<file path="src/rtl/ifu.sv">
// Purpose : instruction fetch; sequential PC (+4 per clock) indexing a fixed instruction ROM.
// Latency : zero-cycle ROM read; INSTRUCTION_CODE follows PC combinationally within the cycle.
// Backpressure: none; fetch never stalls, and the PC advances on every clock outside reset.
//
// Ports:
//   CLOCK            - clock; all state changes on the rising edge
//   RESET            - synchronous, active-low; loads RESET_PC on every edge it is low
//   INSTRUCTION_CODE - 32-bit word at ROM[PC >> 2], or 0 when PC is past the ROM
//
// The PC register keeps the hierarchical name PC because benches probe it directly.

module ifu #(
  parameter int                PC_W      = 32,
  parameter int                ROM_WORDS = 32,
  parameter logic [PC_W-1:0]   RESET_PC  = '0
) (
  input  logic        CLOCK,
  input  logic        RESET,
  output logic [31:0] INSTRUCTION_CODE
);

  // Words that carry a real instruction; every other ROM word reads as 0.
  localparam int TABLE_WORDS = 8;

  // Program image. Every entry is R-type (opcode 0110011) with rs1=x1, rs2=x2.
  localparam logic [31:0] ROM_TABLE [TABLE_WORDS] = '{
    32'h002081B3,  // 0x00 ADD x3
    32'h02208233,  // 0x04 HCF x4 (halt-and-catch-fire; the IFU does not act on it)
    32'h0020E2B3,  // 0x08 OR  x5
    32'h0020F333,  // 0x0C AND x6
    32'h002093B3,  // 0x10 SLL x7
    32'h0020D433,  // 0x14 SRL x8
    32'h0020A4B3,  // 0x18 MUL x9 (custom encoding)
    32'h0020C533   // 0x1C XOR x10
  };

  // Byte address one past the last ROM word.
  localparam logic [PC_W-1:0] ROM_BYTES = PC_W'(4 * ROM_WORDS);

  // The declaration initialiser gives PC a defined value before the first
  // reset edge, so the fetched word is valid from time zero.
  logic [PC_W-1:0] PC = RESET_PC;

  logic [PC_W-3:0] word_idx;
  logic            in_rom;
  logic            in_table;

  // PC steps by 4 and wraps naturally modulo 2^PC_W.
  always_ff @(posedge CLOCK) begin
    if (!RESET) begin
      PC <= RESET_PC;
    end else begin
      PC <= PC + PC_W'(4);
    end
  end

  // PC[1:0] is always 00 in operation; only the word index selects the entry.
  // The range test uses the full PC so an out-of-range address never aliases
  // back into the table.
  assign word_idx = PC[PC_W-1:2];
  assign in_rom   = (PC < ROM_BYTES);
  assign in_table = (word_idx < (PC_W-2)'(TABLE_WORDS));

  always_comb begin
    INSTRUCTION_CODE = 32'h0000_0000;
    if (in_rom && in_table) begin
      INSTRUCTION_CODE = ROM_TABLE[word_idx[2:0]];
    end
  end

endmodule

</file>
<file path="config.mk">
export PLATFORM = sky130hd
export DESIGN_NAME = ifu
export DESIGN_NICKNAME = d
export VERILOG_FILES = /design/src/rtl/ifu.sv
export SDC_FILE = /design/constraint.sdc
export NUM_CORES = 1
export LEC_CHECK = 0
export ABC_AREA = 1
export CORE_ASPECT_RATIO = 0.7
export CORE_UTILIZATION = 50
export DETAILED_ROUTE_END_ITERATION = 8
export PLACE_DENSITY_LB_ADDON = 0.08
export SYNTH_ARGS = -nofsm -noshare
export SYNTH_HDL_FRONTEND = slang
export SYNTH_SLANG_ARGS = --single-unit
</file>
<file path="constraint.sdc">
create_clock -name CLOCK -period 2.5 [get_ports CLOCK]
set_input_delay 0.25 -clock CLOCK [delete_from_list [all_inputs] [get_ports CLOCK]]
set_output_delay 0.25 -clock CLOCK [all_outputs]
set_load 0.005 [all_outputs]
</file>
# After elaboration in Yosys (flattened, before gate mapping)
# Memory sizes are Yosys's and may differ from the RTL's.
# Cells that the tools add are included.
# Widths: inputs -> output; s select.
# classes
addsub	1
magnitude_cmp	3
mux	3
bitwise_logic	1
n_reduce_logical	1
# ops
op	count
$mux 32	3
$add 32x3->32 const B	1
$lt 32x8->1 const B	1
$lt 30x4->1 const B	1
$ge 4x4->1 const B	1
$not 3->4	1
$logic_and 1x1->1	1
# totals
regBits	32
romBits	256
memories	1
# memory_table
memory	depth	width	rd	rd_clocked_by_memory_dff	write_ports	line	rtl
(name not given)	8	32	1	0	0	67	INSTRUCTION_CODE = ROM_TABLE[word_idx[2:0]];

# Logic depth before layout (Yosys ltp)
# logic_depth
word_depth	5
ltp_mapped	8
ltp_nobuf	8

# Worst setup path before layout
# No wires, ideal clock.
# synth_path
path_type	register -> output
startpoint	reg PC[5]
endpoint	out INSTRUCTION_CODE[10]
arrival_time_ns	1.299
slack_ns	0.951
path_stages_with_launch	8
path_cell_list	dfxtp_1 -> inv_1 -> nand2_1 -> nor2_1 -> nand2_1 -> nor2_1 -> inv_1 -> nor3_1
# synth_between
elab_chain_cells	3
elab_cells_between_ends	4
# synth_rtl
element	line	rtl
from (decl)	42	logic [PC_W-1:0] PC = RESET_PC;
from (signal assigned)	53	PC <= PC + PC_W'(4);
$lt 32x8->1 / $lt 30x4->1 (equally long branches)	61, 62	
$logic_and 1x1->1 *	66	if (in_rom && in_table) begin
$mux 32 *	66	
to (decl)	19	output logic [31:0] INSTRUCTION_CODE
# Mark *: on every way between the ends. The rest lies on a longest branch, timed or not.

# Worst setup path in the final report
# layout_path
startpoint	reg PC[26]
endpoint	out INSTRUCTION_CODE[10]
# The elaborated chain is that of the path after synthesis.

==> out/results.txt <==
io pins: 34
TritonCTS Buffers: 5
status: finished, final reports clean
Final Hold Vio Count: 0
setup violators final: 0
Clock Skews: 0.00711 ns
yosys warns: 0
Clock transition at path regs: 0.07 ns
critical path class: flip-flop to primary output
final period utilization: 90.4%
Top reg by flops: PC
fmax: 443 MHz
die area: 0.00423 mm²
clk sink count: 30
initial antenna violation count: 0
DRC violations left: 0
cells on worst reg2reg path: 8
fin crit period: 2.26 ns
CP Max Fanout: 6
Cells after DPL: 371
post-layout util: 59.6%
Reg area: 601 µm²
RSZ-0062 raised after global routing: no
pin count of the biggest net entering global routing: 19
max reg flops: 30
Synth area leaders: dfxtp_1 30%, nor2_1 14%, nand2_1 14%
number of buffers added for setup after CTS: 0
gate count after technology mapping: 313
GP Congestion: 0.953
non-filler instance count after layout: 377
Yosys top cell area share: 30.3%
hpwl dp: 3330 µm
Root Driver: clkbuf_8
Setup crit end: INSTRUCTION_CODE[10]
fill count: 356
Design Area, Final: 0.00217 mm²
crit end category: primary output
number of global-route vias before repair: 1439
cell taking the most area after synthesis: dfxtp_1
CP startpoint: PC[26]
reg2reg end: PC[28]
commonest non-fill, non-tap cell in the layout: nor2_1
Top FF cell, synth: dfxtp_1
ys async rst share: 0%
DR iter-0 viols: 119
max cap viols: 0
Worst R2R Start: PC[2]
CP startpoint kind: flip-flop
first-pass GRT wire length: 6960 µm
die width: 77.3 µm
wire per inst: 11.7 µm
Core ar.: 0.00365 mm²
share of cells above drive strength 1: 7.34%
num rows: 18
Hold Path Class: flip-flop to flip-flop
GRT Total Usage: 22.2%
Pre-Repair DR Iteration Count: 5
cell area after synthesis: 0.00198 mm²
n_diodes: 0
WP data required: 2.25 ns
Routed Antenna Nets: 0
Pleak: 0.877 nW
Seq cells post-synth: 30
setup TNS: 0 ns
cts hold-fix bufs: 0
fin nets: 335
R2R setup slack: 0.80 ns
maximum vdd drop: 0.282 mV
Power Density: 453 mW/mm²
vias per inst: 4.83
Syn-to-layout area delta: 9.65%
Initial Utilization: 54.4%
PortBufs: 15
Total Wirelength: 4420 µm
Avg Synthesized Cell Area: 6.34 µm²
register area share after synthesis: 30.3%
WP data arrival: 2.01 ns
Die Height: 54.7 µm
H-tree Lvls: 2
CTS max path bufs: 2
worst skew pair latency: 0.29 ns
DR vias: 1822
Post-DP Area: 0.00209 mm²
most frequent cells in the layout: 75 x nor2_1, 73 x nand2_1, 30 x dfxtp_1, 29 x inv_1, 19 x nand3_1
final hold slack: 0.498 ns
Post-CTS Resized: 0
TritonCTS clock tree: built
biggest regs: PC (30)
multi-input logic area: 0.00115 mm²
Post-synth EDFFs: 0
Slew Limit Fails: 0
synth unique cells: 23
GRT overflow: 0
layout make-up:
class / count / share of cell area, %
multi-input cells: 244 / 52.9
clock buffers: 6 / 3.80
repair buffers: 17 / 7.59
well taps: 50 / 2.88
flip-flops and latches: 30 / 27.6
inverters: 30 / 5.18
power breakdown:
part	internal, W	leakage (nW)	switching [W]	total [W]
clock network	0.000212	0.0431	0.000194	0.000406
registers	0.000482	0.242	0.00000882	0.000491
logic	0.0000434	0.592	0.0000436	0.0000871
cells by family (layout without fill, tap and decap cells):
group,Yosys count,count (layout),synth area share [%]
compound gates,30,30,7.63
buf+inv,56,53,15.0
simple gates,186,186,41.5
fa+ha+maj,5,5,3.15
xor+xnor,5,5,2.21
flops,30,30,30.3
other cells,1,18,0.189
per-stage QoR:
stage / power (W) / worst slack [ns]
6_report: 0.000984 / 0.241
4_1_cts: 0.000980 / 0.172
2_1_floorplan: 0.000565 / 0.951
5_1_grt: 0.00101 / 0.0241
3_3_place_gp: 0.000587 / 0.532
3_5_place_dp: 0.000588 / 0.485
synth_stat cells, types with 4 or more instances:
master	number
nor2_1	76
nand2_1	73
dfxtp_1	30
inv_1	29
buf_4	23
nand3_1	19
a21oi_1	17
o21ai_0	12
nor2_4	8
ha_1	5
xor2_1	5
nand2_2	4
routing by layer:
| layer | wire length [µm] | track usage, % | part of all wire, % | up-vias |
|---|---|---|---|---|
| li1 | - | - | - | 960 |
| met1 | 2470 | 32.8 | 56 | 813 |
| met2 | 1670 | 31.7 | 38 | 44 |
| met3 | 240 | 5.00 | 5.4 | 5 |
| met4 | 39 | 6.92 | 0.88 | 0 |
| met5 | 0 | 0 | 0 | - |
how the worst min path moves through the flow:
stage / endpoint / start / cells after the start
floorplan: PC[30] / PC[30] / 2
global placement: PC[11] / PC[11] / 1
detailed placement: PC[11] / PC[11] / 1
CTS: PC[31] / PC[31] / 2
global route: PC[8] / PC[8] / 2
finish: PC[31] / PC[31] / 2
critical path: stages (launching register included):
cell,delay [ns]
dfxtp_1,0.38
nor2_1,0.11
nand2_1,0.07
nor2_1,0.09
nand2_1,0.07
nor2_2,0.20
inv_1,0.13
nor3_1,0.15
clkdlybuf4s50_1,0.52
Power figures use the tool's default switching activity.
